===== src/rtl/exec_sequencer_pkg.sv =====
// Shared opcode constants, state encodings and opcode classification helpers
// for the exec_sequencer control slice.
package exec_sequencer_pkg;

    typedef enum logic [2:0] {
        ST_IDLE      = 3'd0,
        ST_FETCH     = 3'd1,
        ST_DECODE    = 3'd2,
        ST_EXECUTE   = 3'd3,
        ST_MEMORY    = 3'd4,
        ST_WRITEBACK = 3'd5,
        ST_HALT      = 3'd6
    } state_e;

    localparam logic [6:0] OP_R      = 7'b0110011;
    localparam logic [6:0] OP_I      = 7'b0010011;
    localparam logic [6:0] OP_LOAD   = 7'b0000011;
    localparam logic [6:0] OP_STORE  = 7'b0100011;
    localparam logic [6:0] OP_BRANCH = 7'b1100011;
    localparam logic [6:0] OP_JAL    = 7'b1101111;
    localparam logic [6:0] OP_JALR   = 7'b1100111;
    localparam logic [6:0] OP_LUI    = 7'b0110111;
    localparam logic [6:0] OP_AUIPC  = 7'b0010111;

    function automatic logic op_writes_reg(input logic [6:0] op);
        logic r;
        r = 1'b0;
        case (op)
            OP_R, OP_I, OP_LOAD, OP_JAL, OP_JALR, OP_LUI, OP_AUIPC: r = 1'b1;
            default: r = 1'b0;
        endcase
        return r;
    endfunction

    function automatic logic op_legal(input logic [6:0] op);
        return op_writes_reg(op) || (op == OP_STORE) || (op == OP_BRANCH);
    endfunction

    function automatic logic op_is_mem(input logic [6:0] op);
        return (op == OP_LOAD) || (op == OP_STORE);
    endfunction

endpackage


===== src/rtl/exec_sequencer_if.sv =====
// Control/status bundle between the sequencer and its surrounding datapath.
interface exec_sequencer_if #(
    parameter int unsigned CNT_W = 32
);
    logic             start;
    logic             halt_req;
    logic [6:0]       opcode;
    logic             imem_ready;
    logic             dmem_ready;
    logic             if_en;
    logic             id_en;
    logic             ex_en;
    logic             mem_en;
    logic             wb_en;
    logic             pc_we;
    logic             reg_we;
    logic [2:0]       state;
    logic             busy;
    logic [CNT_W-1:0] retired;
    logic             illegal;
    logic             timeout;

    modport master (
        output start, halt_req, opcode, imem_ready, dmem_ready,
        input  if_en, id_en, ex_en, mem_en, wb_en, pc_we, reg_we,
               state, busy, retired, illegal, timeout
    );

    modport slave (
        input  start, halt_req, opcode, imem_ready, dmem_ready,
        output if_en, id_en, ex_en, mem_en, wb_en, pc_we, reg_we,
               state, busy, retired, illegal, timeout
    );
endinterface


===== src/rtl/exec_sequencer_mem_wait_timer.sv =====
// Wait-cycle counter for FETCH/MEMORY; flags expiry on the last allowed
// cycle while the awaited ready is still low. TIMEOUT=0 never expires.
module mem_wait_timer #(
    parameter int unsigned TIMEOUT = 16
) (
    input  logic clk,
    input  logic rst,
    input  logic clear,
    input  logic waiting,
    input  logic ready,
    output logic expired
);
    localparam int unsigned W     = (TIMEOUT > 2) ? $clog2(TIMEOUT) : 1;
    localparam int unsigned LIMIT = (TIMEOUT > 0) ? TIMEOUT - 1 : 0;

    logic [W-1:0] cnt_q;
    logic [W-1:0] cnt_d;

    always_comb begin
        cnt_d = cnt_q;
        if (clear) begin
            cnt_d = '0;
        end else if (waiting && !ready) begin
            cnt_d = cnt_q + 1'b1;
        end
    end

    always_ff @(posedge clk or posedge rst) begin
        if (rst) begin
            cnt_q <= '0;
        end else begin
            cnt_q <= cnt_d;
        end
    end

    // Ready in the limit cycle masks expiry, so a late response still wins.
    assign expired = (TIMEOUT != 0) && waiting && !ready && (cnt_q == W'(LIMIT));

endmodule


===== src/rtl/exec_sequencer.sv =====
// Multi-cycle instruction sequencer: FETCH/DECODE/EXECUTE/MEMORY/WRITEBACK
// control FSM with halt, illegal-opcode and memory-timeout handling.
module exec_sequencer
    import exec_sequencer_pkg::*;
#(
    parameter int unsigned TIMEOUT = 16,
    parameter int unsigned CNT_W   = 32
) (
    input  logic             clk,
    input  logic             rst,
    exec_sequencer_if.slave  bus
);
    state_e           state_q, state_d;
    logic [CNT_W-1:0] retired_q, retired_d;
    logic             illegal_q, illegal_d;
    logic             timeout_q, timeout_d;
    logic             halt_pend_q, halt_pend_d;

    logic waiting;
    logic ready;
    logic clear;
    logic expired;
    logic active;

    always_comb begin
        active  = (state_q != ST_IDLE) && (state_q != ST_HALT);
        waiting = (state_q == ST_FETCH) || (state_q == ST_MEMORY);
        ready   = (state_q == ST_MEMORY) ? bus.dmem_ready : bus.imem_ready;
    end

    mem_wait_timer #(
        .TIMEOUT (TIMEOUT)
    ) u_timer (
        .clk     (clk),
        .rst     (rst),
        .clear   (clear),
        .waiting (waiting),
        .ready   (ready),
        .expired (expired)
    );

    always_comb begin
        state_d     = state_q;
        retired_d   = retired_q;
        illegal_d   = illegal_q;
        timeout_d   = timeout_q;
        halt_pend_d = halt_pend_q;

        if (active && bus.halt_req) begin
            halt_pend_d = 1'b1;
        end

        case (state_q)
            ST_IDLE, ST_HALT: begin
                if (bus.start) state_d = ST_FETCH;
            end
            ST_FETCH: begin
                if (bus.imem_ready) begin
                    state_d = ST_DECODE;
                end else if (expired) begin
                    state_d   = ST_HALT;
                    timeout_d = 1'b1;
                end
            end
            ST_DECODE: begin
                if (op_legal(bus.opcode)) begin
                    state_d = ST_EXECUTE;
                end else begin
                    state_d   = ST_HALT;
                    illegal_d = 1'b1;
                end
            end
            ST_EXECUTE: begin
                state_d = op_is_mem(bus.opcode) ? ST_MEMORY : ST_WRITEBACK;
            end
            ST_MEMORY: begin
                if (bus.dmem_ready) begin
                    state_d = ST_WRITEBACK;
                end else if (expired) begin
                    state_d   = ST_HALT;
                    timeout_d = 1'b1;
                end
            end
            ST_WRITEBACK: begin
                retired_d = retired_q + 1'b1;
                // A request in the writeback cycle itself still stops here.
                state_d   = (halt_pend_q || bus.halt_req) ? ST_HALT : ST_FETCH;
            end
            default: state_d = ST_IDLE;
        endcase

        if ((state_d == ST_HALT) && (state_q != ST_HALT)) begin
            halt_pend_d = 1'b0;
        end
    end

    assign clear = (state_d != state_q) &&
                   ((state_d == ST_FETCH) || (state_d == ST_MEMORY));

    always_ff @(posedge clk or posedge rst) begin
        if (rst) begin
            state_q     <= ST_IDLE;
            retired_q   <= '0;
            illegal_q   <= 1'b0;
            timeout_q   <= 1'b0;
            halt_pend_q <= 1'b0;
        end else begin
            state_q     <= state_d;
            retired_q   <= retired_d;
            illegal_q   <= illegal_d;
            timeout_q   <= timeout_d;
            halt_pend_q <= halt_pend_d;
        end
    end

    always_comb begin
        bus.if_en   = (state_q == ST_FETCH);
        bus.id_en   = (state_q == ST_DECODE);
        bus.ex_en   = (state_q == ST_EXECUTE);
        bus.mem_en  = (state_q == ST_MEMORY);
        bus.wb_en   = (state_q == ST_WRITEBACK);
        bus.pc_we   = (state_q == ST_WRITEBACK);
        bus.reg_we  = (state_q == ST_WRITEBACK) && op_writes_reg(bus.opcode);
        bus.state   = state_q;
        bus.busy    = active;
        bus.retired = retired_q;
        bus.illegal = illegal_q;
        bus.timeout = timeout_q;
    end

endmodule

===== src/flat_wrapper.sv =====
// flat-port wrapper written by rule: the top's interface ports become plain ports
module exec_sequencer_flat import exec_sequencer_pkg::*;
#(
    parameter int unsigned TIMEOUT = 16,
    parameter int unsigned CNT_W   = 32
)
  (clk, rst, bus_start, bus_halt_req, bus_opcode, bus_imem_ready, bus_dmem_ready, bus_if_en, bus_id_en, bus_ex_en, bus_mem_en, bus_wb_en, bus_pc_we, bus_reg_we, bus_state, bus_busy, bus_retired, bus_illegal, bus_timeout);
  exec_sequencer_if #(.CNT_W(CNT_W)) bus_i ();
  input  logic clk;
  input  logic rst;
  input wire logic [$bits(bus_i.start)-1:0] bus_start;
  input wire logic [$bits(bus_i.halt_req)-1:0] bus_halt_req;
  input wire logic [$bits(bus_i.opcode)-1:0] bus_opcode;
  input wire logic [$bits(bus_i.imem_ready)-1:0] bus_imem_ready;
  input wire logic [$bits(bus_i.dmem_ready)-1:0] bus_dmem_ready;
  output wire logic [$bits(bus_i.if_en)-1:0] bus_if_en;
  output wire logic [$bits(bus_i.id_en)-1:0] bus_id_en;
  output wire logic [$bits(bus_i.ex_en)-1:0] bus_ex_en;
  output wire logic [$bits(bus_i.mem_en)-1:0] bus_mem_en;
  output wire logic [$bits(bus_i.wb_en)-1:0] bus_wb_en;
  output wire logic [$bits(bus_i.pc_we)-1:0] bus_pc_we;
  output wire logic [$bits(bus_i.reg_we)-1:0] bus_reg_we;
  output wire logic [$bits(bus_i.state)-1:0] bus_state;
  output wire logic [$bits(bus_i.busy)-1:0] bus_busy;
  output wire logic [$bits(bus_i.retired)-1:0] bus_retired;
  output wire logic [$bits(bus_i.illegal)-1:0] bus_illegal;
  output wire logic [$bits(bus_i.timeout)-1:0] bus_timeout;
  assign bus_i.start = bus_start;
  assign bus_i.halt_req = bus_halt_req;
  assign bus_i.opcode = bus_opcode;
  assign bus_i.imem_ready = bus_imem_ready;
  assign bus_i.dmem_ready = bus_dmem_ready;
  assign bus_if_en = bus_i.if_en;
  assign bus_id_en = bus_i.id_en;
  assign bus_ex_en = bus_i.ex_en;
  assign bus_mem_en = bus_i.mem_en;
  assign bus_wb_en = bus_i.wb_en;
  assign bus_pc_we = bus_i.pc_we;
  assign bus_reg_we = bus_i.reg_we;
  assign bus_state = bus_i.state;
  assign bus_busy = bus_i.busy;
  assign bus_retired = bus_i.retired;
  assign bus_illegal = bus_i.illegal;
  assign bus_timeout = bus_i.timeout;
  exec_sequencer #(.TIMEOUT(TIMEOUT), .CNT_W(CNT_W)) u_core (.clk(clk), .rst(rst), .bus(bus_i));
endmodule

===== config.mk =====
export PLATFORM = sky130hd
export DESIGN_NAME = exec_sequencer_flat
export DESIGN_NICKNAME = d
export VERILOG_FILES = /design/src/rtl/exec_sequencer_pkg.sv /design/src/rtl/exec_sequencer_if.sv /design/src/rtl/exec_sequencer_mem_wait_timer.sv /design/src/rtl/exec_sequencer.sv /design/src/flat_wrapper.sv
export SDC_FILE = /design/constraint.sdc
export NUM_CORES = 1
export LEC_CHECK = 0
export BUFFER_PORTS_ARGS = -buffer_cell sky130_fd_sc_hd__buf_2
export CAP_MARGIN = 20
export CORE_MARGIN = 2
export CORE_UTILIZATION = 53
export DETAILED_ROUTE_END_ITERATION = 8
export PLACE_DENSITY = 0.8
export SYNTH_ARGS = -nofsm -noshare
export SYNTH_HDL_FRONTEND = slang
export SYNTH_HIERARCHICAL = 1
export SYNTH_SLANG_ARGS = --single-unit
export TNS_END_PERCENT = 5

===== constraint.sdc =====
create_clock -name clk -period 3.4 [get_ports clk]
set_input_delay 0.68 -clock clk [delete_from_list [all_inputs] [get_ports clk]]
set_output_delay 0.68 -clock clk [all_outputs]
set_load 0.01 [all_outputs]

* Yosys cells after proc, flatten, opt, wreduce, memory -nomap -nowiden
Index checks and enable logic that the tools add are counted.
Cells by class: bitwise operators 1, mux-type cells 19, equal/unequal tests 23, reduce and logical (&&, ||, !) cells 23, add/subtract/negate cells 2
Operator list (count):
- $add A32 B1 Y32 const B | 1
- $eq A7 B6 Y1 const B | 3
- $eq A7 B7 Y1 const B | 3
- $mux W3 | 6
- $pmux W3 S6 | 1
- $eq A3 B3 Y1 const B | 5
- $eq A7 B5 Y1 const B | 2
- $mux W1 | 9
- $mux W4 | 2
- $eq A7 B2 Y1 const B | 1
- $logic_and A1 B1 Y1 | 7
- $reduce_or A7 Y1 | 1
- $eq A3 B1 Y1 const B | 2
- $eq A3 B2 Y1 const B | 2
- $logic_or A1 B1 Y1 | 6
- $reduce_bool A2 Y1 | 3
- $add A4 B1 Y4 const B | 1
- $eq A4 B4 Y1 const B | 1
- $ne A2 B2 Y1 const B | 2
- $logic_not A3 Y1 | 1
- $ne A3 B3 Y1 | 1
- $ne A3 B3 Y1 const B | 1
- $reduce_and A3 Y1 | 1
- $reduce_bool A3 Y1 | 1
- 5 further kinds | 5
Storage, ports and cells: output and inout port bits 45, logic and storage cells 74, register bits after elaboration 42

* Logic depth before layout (Yosys ltp)
Gate-level depths: netlist of the first run.
word-level depth 12, depth in mapped cells 15

* By module
The synthesis of the first run kept the hierarchy.
Modules (own cells, without submodules):
- exec_sequencer | cells an instance 199, times used 1, area an instance 2042.0 um^2, sequential area each 950.9 um^2
- mem_wait_timer | cells an instance 19, times used 1, area an instance 214.0 um^2, sequential area each 100.1 um^2

* Least setup slack after synthesis of the first run
Ideal clock, no wire load.
path kind register to register, start point reg u_core.state_q[1], in the netlist u_core/bus.state[1], end point reg u_core.u_timer.cnt_q[3], stages on the path, launching flop included 16, path buffers 1, clock period less this slack 2790 ps, data arrival time 2663 ps, required time 3273 ps, slack 610 ps, cells stage by stage dfrtp_1 -> buf_2 -> nor2b_1 -> nand2b_1 -> inv_1 -> nand2_1 -> o21ai_0 -> nor2b_4 -> and4_2 -> nor2_1 -> o22ai_2 -> a21o_2 -> nor2_1 -> a32o_1 -> nor2b_1 -> mux2_1
Between the ends: longest elaborated chain between the ends 12, elaborated cells on any way between the ends 25
RTL lines:
- from (decl) | line exec_sequencer.sv:13 | state_e state_q, state_d;
- from (signal assigned) | line exec_sequencer.sv:108 | state_q <= state_d;
- $eq A3 B3 Y1 *
- named net bus_mem_en | line flat_wrapper.sv:19 | output wire logic [$bits(bus_i.mem_en)-1:0] bus_mem_en;
- $mux W1 * | line exec_sequencer.sv:28 | ready = (state_q == ST_MEMORY) ? bus.dmem_ready : bus.imem_ready;
- named net u_core.ready | line exec_sequencer.sv:20 | logic ready;
- $logic_not A1 Y1 * | line exec_sequencer_mem_wait_timer.sv:37 | assign expired = (TIMEOUT != 0) && waiting && !ready && (cnt_q == W'(LIMIT));
- $logic_and A1 B1 Y1 * (2 in a row) | line exec_sequencer_mem_wait_timer.sv:37
- named net u_core.expired | line exec_sequencer.sv:22 | logic expired;
- $mux W3 * | line exec_sequencer.sv:60, exec_sequencer.sv:79
- $mux W3 (on tied branches) | line exec_sequencer.sv:77, exec_sequencer.sv:58
- $pmux W3 S6 * | line exec_sequencer.sv:53 | case (state_q)
- named net u_core.state_d[1] | line exec_sequencer.sv:13
- $eq A3 B1 Y1 / $eq A3 B3 Y1 (equally long branches) | line exec_sequencer.sv:98 | ((state_d == ST_FETCH) || (state_d == ST_MEMORY));
- $logic_or A1 B1 Y1 | line exec_sequencer.sv:98
- $logic_and A1 B1 Y1 * | line exec_sequencer.sv:97 | assign clear = (state_d != state_q) &&
- named net u_core.clear | line exec_sequencer.sv:21 | logic clear;
- $mux W4 / $reduce_bool A2 Y1 (equally long branches)
- to (signal assigned) | line exec_sequencer_mem_wait_timer.sv:32 | cnt_q <= cnt_d;
- to (decl) | line exec_sequencer_mem_wait_timer.sv:16 | logic [W-1:0] cnt_q;
The timed path passes the listed nets; every way through them passes the cells marked *. A chain may end at the register's enable or synchronous reset.

* Final worst setup path of the first run
start point reg u_core.state_q[2], in the netlist u_core/bus.state[2], end point reg u_core.u_timer.cnt_q[3]
Between the ends: longest elaborated chain between the ends 12, elaborated cells on any way between the ends 25
RTL lines (line):
- $eq A3 B3 Y1 * | exec_sequencer.sv:28
- $mux W1 * | exec_sequencer.sv:28
- named net u_core.ready | exec_sequencer.sv:20
- $logic_not A1 Y1 * | exec_sequencer_mem_wait_timer.sv:37
- $logic_and A1 B1 Y1 * (2 in a row) | exec_sequencer_mem_wait_timer.sv:37
- named net u_core.expired | exec_sequencer.sv:22
- $mux W3 * | exec_sequencer.sv:60, exec_sequencer.sv:79
- $mux W3 (on tied branches) | exec_sequencer.sv:77, exec_sequencer.sv:58
- $pmux W3 S6 * | exec_sequencer.sv:53
- named net u_core.state_d[1] | exec_sequencer.sv:13
- $eq A3 B1 Y1 / $eq A3 B3 Y1 (equally long branches) | exec_sequencer.sv:98
- $logic_or A1 B1 Y1 | exec_sequencer.sv:98
- $logic_and A1 B1 Y1 * | exec_sequencer.sv:97
- named net u_core.clear | exec_sequencer.sv:21
- $mux W4 / $reduce_bool A2 Y1 (equally long branches)
Marks and branches as above.

==> reports/metrics.csv, run 1 <==
metric,value,unit
max-cap-violations,0,
tns,0,ns
cts_resized,0,
grt_first_pass_wirelength,7.76,mm
row_count,23,
yosysWarningCount,6,
holdCritPathClass,input pin to async pin,
ir_drop,0.379,mV
required,3.58,ns
start_kind,flip-flop,
path_clk_slew,0.08,ns
finalHoldViolCount,0,
stdcell_area,0.00268,mm^2
crit_type,flip-flop to flip-flop,
ys_seq_area_share,46.6,%
floorplan.initialDensity,55.6,%
multiInputGateArea,0.00111,mm^2
area_growth,18.9,%
report.final.slew_viol_count,0,
die_w,69.2,um
cts-root-buf,clkbuf_8,
relSlewSlack,67.9,%
grt_antenna_before_repair,0,
finClkSkew,0.00356,ns
worst_path_largest_cell_delay,0.52,ns
min_period,3.02,ns
hpwl,3.39,mm
finalSetupViolCount,0,
async_flop_share,100,%
drt_iter0_drc,76,
syn-num-nets,233,
cts_tree,done,
avgSynthCellArea,10.3,um^2
cts_setup_buffers,0,
die_y,69.2,um
synth_area,0.00226,mm^2
seq_area,0.00105,mm^2
ys.flop_type,dfrtp_1,
clockBufferDepth,2,
ys_ff_latch,42,
rsz0062_at_grt,false,
holdWs,0.262,ns
cts_sinks,42,
nets,292,
worst_ep_arrival_time,3.20,ns
cts_inserted_buffers,5,
port_buffers,57,
drive_gt1_share,31.3,%
tightest_slew,0.481,ns
power,1.61,mW
leakagePower,1.44,nW
synth_edf_count,0,
nFillCells,341,
wl_per_cell,13.8,um
drt_pass1_iterations,4,
viasPerCell,5.40,
finalCritPeriodShare,88.9,%
htreeDepth,2,
place_area,0.00257,mm^2
vias,1770,
cts.hold.buffers_added,0,
end_kind,flip-flop,
num_antenna_cells,0,
globalplace.congestion,0.950,
path_cells,"nor2b_1, nand2b_1, inv_1, nand2_1, o21ai_0, nor2b_4, and4_2, nor2_1, o22ai_2, a21o_2, nor2_1, a32o_1, nor2b_1, mux2_1",
grt_pass1_vias,1763,
fmax,331,MHz
dieArea,0.00479,mm^2
cp_slowest_cell,dfrtp_2,
finalWirelength,4.53,mm
core_area,0.00406,mm^2
yosysUniqueCellTypes,51,
worstSkewPairLatency,0.29,ns
final_antenna_net_count,0,
synth_cells,218,
grt_use_total,19.7,%
grt_overflow_total,0,
route.detailed.drc,0,
io_pins,58,
grt_max_degree,39,
status,"finished, final reports clean",
cp_max_fo,14,
powerDensity,599,mW/mm^2
-- worst max-delay path, delay by kind of cell (launching register included) --
family / cells / cell delay [ns]
muxes: 1 / 0.29
buffers and inverters: 1 / 0.12
DFF: 1 / 0.52
AOI/OAI and AO/OA: 4 / 0.72
and+or+nand+nor: 8 / 1.26
-- kinds of logic (layout without fill, tap and decap cells) --
kind of cell,count (synthesis),count (layout),share of synthesized area (%)
AND/OR/NAND/NOR,94,94,26.0
flip-flops,42,42,46.6
XOR/XNOR,33,33,12.8
AO/OA/AOI/OAI,25,25,7.99
buffers and inverters,19,79,4.10
multiplexers,3,3,1.44
adder cells (fa/ha/maj),2,2,1.11
-- cell usage after synthesis (all sizes together) (3+ instances only) --
cell type,instances,area [um^2]
xnor2,25,219
or2,4,25.0
nor2b,6,45.0
inv,12,45.0
and3,6,37.5
o21ai,8,43.8
nand2b,4,25.0
nand2,18,67.6
and2,5,31.3
nor4,3,46.3
nand3,10,50.1
buf,6,43.8
a21oi,5,25.0
nor2,16,60.1
xor2,8,70.1
nand4,9,81.3
dfrtp,42,1050
-- stage by stage --
step           worst slack [ns]  std cells  utilization [%]
4_1_cts                   0.264        328             66.1
2_1_floorplan             0.610        218                -
3_3_place_gp              0.399        320             63.4
6_report                  0.379        328             66.1
5_1_grt                  0.0583        328             66.1
3_5_place_dp              0.298        320             63.4
-- routing by layer --
layer	wire [um]	part of all wire [%]	GRT usage, %
met1	2030	45	24.3
met4	35	0.77	5.66
met3	207	4.6	4.94
met5	0	0	0
met2	2250	50	34.2
-- flip-flops by register name, indices dropped and copies added (netlist names) --
| signal | flops |
|---|---|
| u_core/bus.illegal | 1 |
| u_core/bus.retired | 32 |
| u_core/bus.state | 3 |
| u_core/bus.timeout | 1 |
| u_core/halt_pend_q | 1 |
| u_core/u_timer/cnt_q | 4 |
-- worst paths after layout --
check                           depth (start not counted)                start                       to  slack, ns
worst max-delay path                                   14  u_core/bus.state[2]  u_core/u_timer/cnt_q[3]       0.38
worst min register to register                          1   u_core/bus.timeout       u_core/bus.timeout       0.46
max in group asynchronous                               3                  rst      u_core/bus.state[2]       2.55
worst min-delay path                                    2                  rst  u_core/u_timer/cnt_q[0]       0.26
worst max register to register                         14  u_core/bus.state[2]  u_core/u_timer/cnt_q[3]       0.38
min in group clk                                        1   u_core/bus.timeout       u_core/bus.timeout       0.46
-- cell usage in the layout (no fill, tap or decap), types with 2 or more instances in the layout --
master / count
nor2_1: 16
nor4_2: 2
nand4_1: 5
nand2b_1: 4
o21ai_0: 7
nand2_1: 18
a31oi_1: 2
nand4_2: 4
nand3_1: 10
dfrtp_1: 41
xor2_1: 8
or2_2: 3
ha_1: 2
a21oi_1: 5
and3_1: 6
and2b_1: 2
nor2b_1: 5
xnor2_1: 25
buf_4: 2
clkbuf_8: 5
inv_1: 12
nor3_1: 2
and2_1: 5
buf_2: 57
clkinv_2: 2
-- report_power, final --
part	leakage (nW)	internal, mW	switching (mW)
registers	0.565	0.561	0.103
clock network	0.0579	0.216	0.168
logic	0.818	0.256	0.302
-- area by class of cell --
cell class | instances | area share [%]
clock buffer | 5 | 2.57
sequential | 42 | 39.2
tap | 50 | 2.33
multi-input combinational | 157 | 41.5
inverter | 12 | 1.68
timing repair buffer | 59 | 11.2
clock inverter | 3 | 1.49
Power figures use the tool's default switching activity.
==> run 2, diff against run 1 <==
CORE_UTILIZATION = 57   (was 53)
PLACE_DENSITY = 0.85   (was 0.8)
clock period = 3.7 ns   (was 3.4 ns; I/O delays follow)
==> run 2 against run 1 <==
- via count is 0.11% higher
- combinational power is 11% lower
- clock power is 6.8% lower
- critical path depth stayed put
- sequential power is 7.2% lower
- sequential cell count stayed put
- global-route usage is 2.7 points higher
- cell area is 0.37% lower
- power is 8.5% lower
- non-clock buffer count is 1 lower
- final cell count is 0.91% lower
- critical path type unchanged
==> reports/metrics.csv, run 2 (synthesis results as in run 1) <==
metric,value,unit,change
relSlewSlack,67.6,%,-0.30 points
grt_use_total,22.4,%,+2.7 points
nets,291,,-0.34%
largest_reg_flops,32,,unchanged
cts_setup_buffers,0,,unchanged
clockBufferDepth,2,,unchanged
cts_resized,0,,unchanged
required,3.88,ns,+0.30 ns
min_period,3.17,ns,+0.148 ns
max-cap-violations,0,,unchanged
final_common_cell,buf_2,,
cp_max_fo,14,,unchanged
switching_share,35.8,%,+0.11 points
setup_ws,0.530,ns,+0.152 ns
dp_slack,0.603,ns,+0.304 ns
fmax,316,MHz,-4.7%
reg2reg_slack,0.53,ns,+0.15 ns
die_y,66.9,um,-3.4%
cts_tree,done,,
wl_per_cell,14.1,um,+2.4%
core_area,0.00374,mm^2,-7.7%
pwr-share-seq,41.9,%,+0.6 points
grt_max_degree,39,,unchanged
dieArea,0.00448,mm^2,-6.6%
crit_type,flip-flop to flip-flop,,
hpwl,3.43,mm,+0.95%
viasPerCell,5.45,,+1.0%
grt_overflow_total,0,,unchanged
worstSkewPairLatency,0.30,ns,about the same
grt_antenna_before_repair,0,,unchanged
finalHoldViolCount,0,,unchanged
cts.hold.buffers_added,0,,unchanged
htreeDepth,2,,unchanged
row_count,22,,-4.3%
area_growth,18.4,%,
rsz0062_at_grt,false,,
start_kind,flip-flop,,
fin_util,71.4,%,+5.3 points
layout_common_cells,"buf_2 (57), dfrtp_1 (42), xnor2_1 (25)",,
finalWirelength,4.59,mm,+1.5%
finalCritPeriodShare,85.7,%,-3.2 points
drt_pass1_iterations,4,,unchanged
p_sw,0.526,mW,-8.2%
port_buffers,57,,unchanged
globalplace.congestion,0.849,,-11%
finalSetupViolCount,0,,unchanged
ir_drop,0.435,mV,+15%
power_frac_clock,24.4,%,+0.5 points
vias,1772,,+0.11%
path_clk_slew,0.07,ns,about the same
cts_inserted_buffers,5,,unchanged
tightest_slew,0.486,ns,+0.00455 ns
p_comb_share,33.7,%,-1.0 points
internal_power,0.944,mW,-8.6%
grt_pass1_vias,1692,,-4.0%
status,"finished, final reports clean",,
holdWs,0.329,ns,+0.0670 ns
finClkSkew,0.00863,ns,+0.00507 ns
tns,0,ns,unchanged
cts-root-buf,clkbuf_8,,
final_antenna_net_count,0,,unchanged
io_pins,58,,unchanged
report.final.slew_viol_count,0,,unchanged
floorplan.initialDensity,60.3,%,+4.7 points
grt_first_pass_wirelength,7.44,mm,-4.2%
holdCritPathClass,input pin to async pin,,
leakagePower,1.43,nW,-0.71%
route.detailed.drc,0,,unchanged
worst_ep_arrival_time,3.35,ns,+0.15 ns
drive_gt1_share,30.3,%,-0.97 points
drt_iter0_drc,137,,+80%
num_antenna_cells,0,,unchanged
end_kind,flip-flop,,
die_w,66.9,um,-3.4%
powerDensity,550,mW/mm^2,-8.1%
cts_sinks,42,,unchanged
## run 2: cell types whose count changed in the layout (fill, tap and decap cells not counted)
cell | previous run | this run
clkinv_2 | 2 | 0
clkinvlp_4 | 0 | 1
dfrtp_1 | 41 | 42
clkbuf_1 | 0 | 1
buf_4 | 2 | 1
dfrtp_2 | 1 | 0
## run 2: per-layer routing
metal	GRT usage, %	vias up	share of wire [%]
met3	5.07	9	4.8
met1	26.0	862	41
li1	-	858	-
met5	0	-	0
met2	39.0	43	52
met4	10.7	0	1.7
## run 2: power by group through the flow
stage | clock network (mW) | logic (mW) | registers [mW]
after CTS | 0.368 | 0.498 | 0.616
after detailed placement | 0 | 0.496 | 0.625
after global placement | 0 | 0.484 | 0.622
after floorplan | 0 | 0.381 | 0.600
after global routing | 0.384 | 0.546 | 0.630
final | 0.358 | 0.495 | 0.616
## run 2: worst paths after layout
kind	start	endpoint	depth (start not counted)
setup reg to reg	u_core/bus.state[2]	u_core/u_timer/cnt_q[3]	14
setup / recovery	u_core/bus.state[2]	u_core/u_timer/cnt_q[3]	14
max in group asynchronous	rst	u_core/bus.state[1]	3
hold / removal	rst	u_core/u_timer/cnt_q[0]	2
min in group clk	u_core/bus.timeout	u_core/bus.timeout	1
hold reg to reg	u_core/bus.timeout	u_core/bus.timeout	1
## run 2: through the flow
step,instance area (um^2),std cells,power (mW)
finish,2670,325,1.47
CTS,2670,325,1.48
floorplan,2260,218,0.981
detailed placement,2560,317,1.12
global route,2670,325,1.56
global placement,2560,317,1.11
## run 2: area by class of cell
class	count	area, um^2
inverter	12	45.0
sequential	42	1050
clock buffer	6	72.6
clock inverter	2	37.5
tap	48	60.1
fill	311	1070
timing repair buffer	58	293
multi-input combinational	157	1110
## run 2: critical path, cell delays in order, from the launching register on
cell      delay, ns
dfrtp_1        0.60
nor2b_1        0.35
nand2b_1       0.15
inv_1          0.12
nand2_1        0.06
o21ai_0        0.16
nor2b_4        0.09
and4_2         0.29
nor2_1         0.19
o22ai_2        0.11
a21o_2         0.20
nor2_1         0.09
a32o_1         0.26
nor2b_1        0.08
mux2_1         0.29
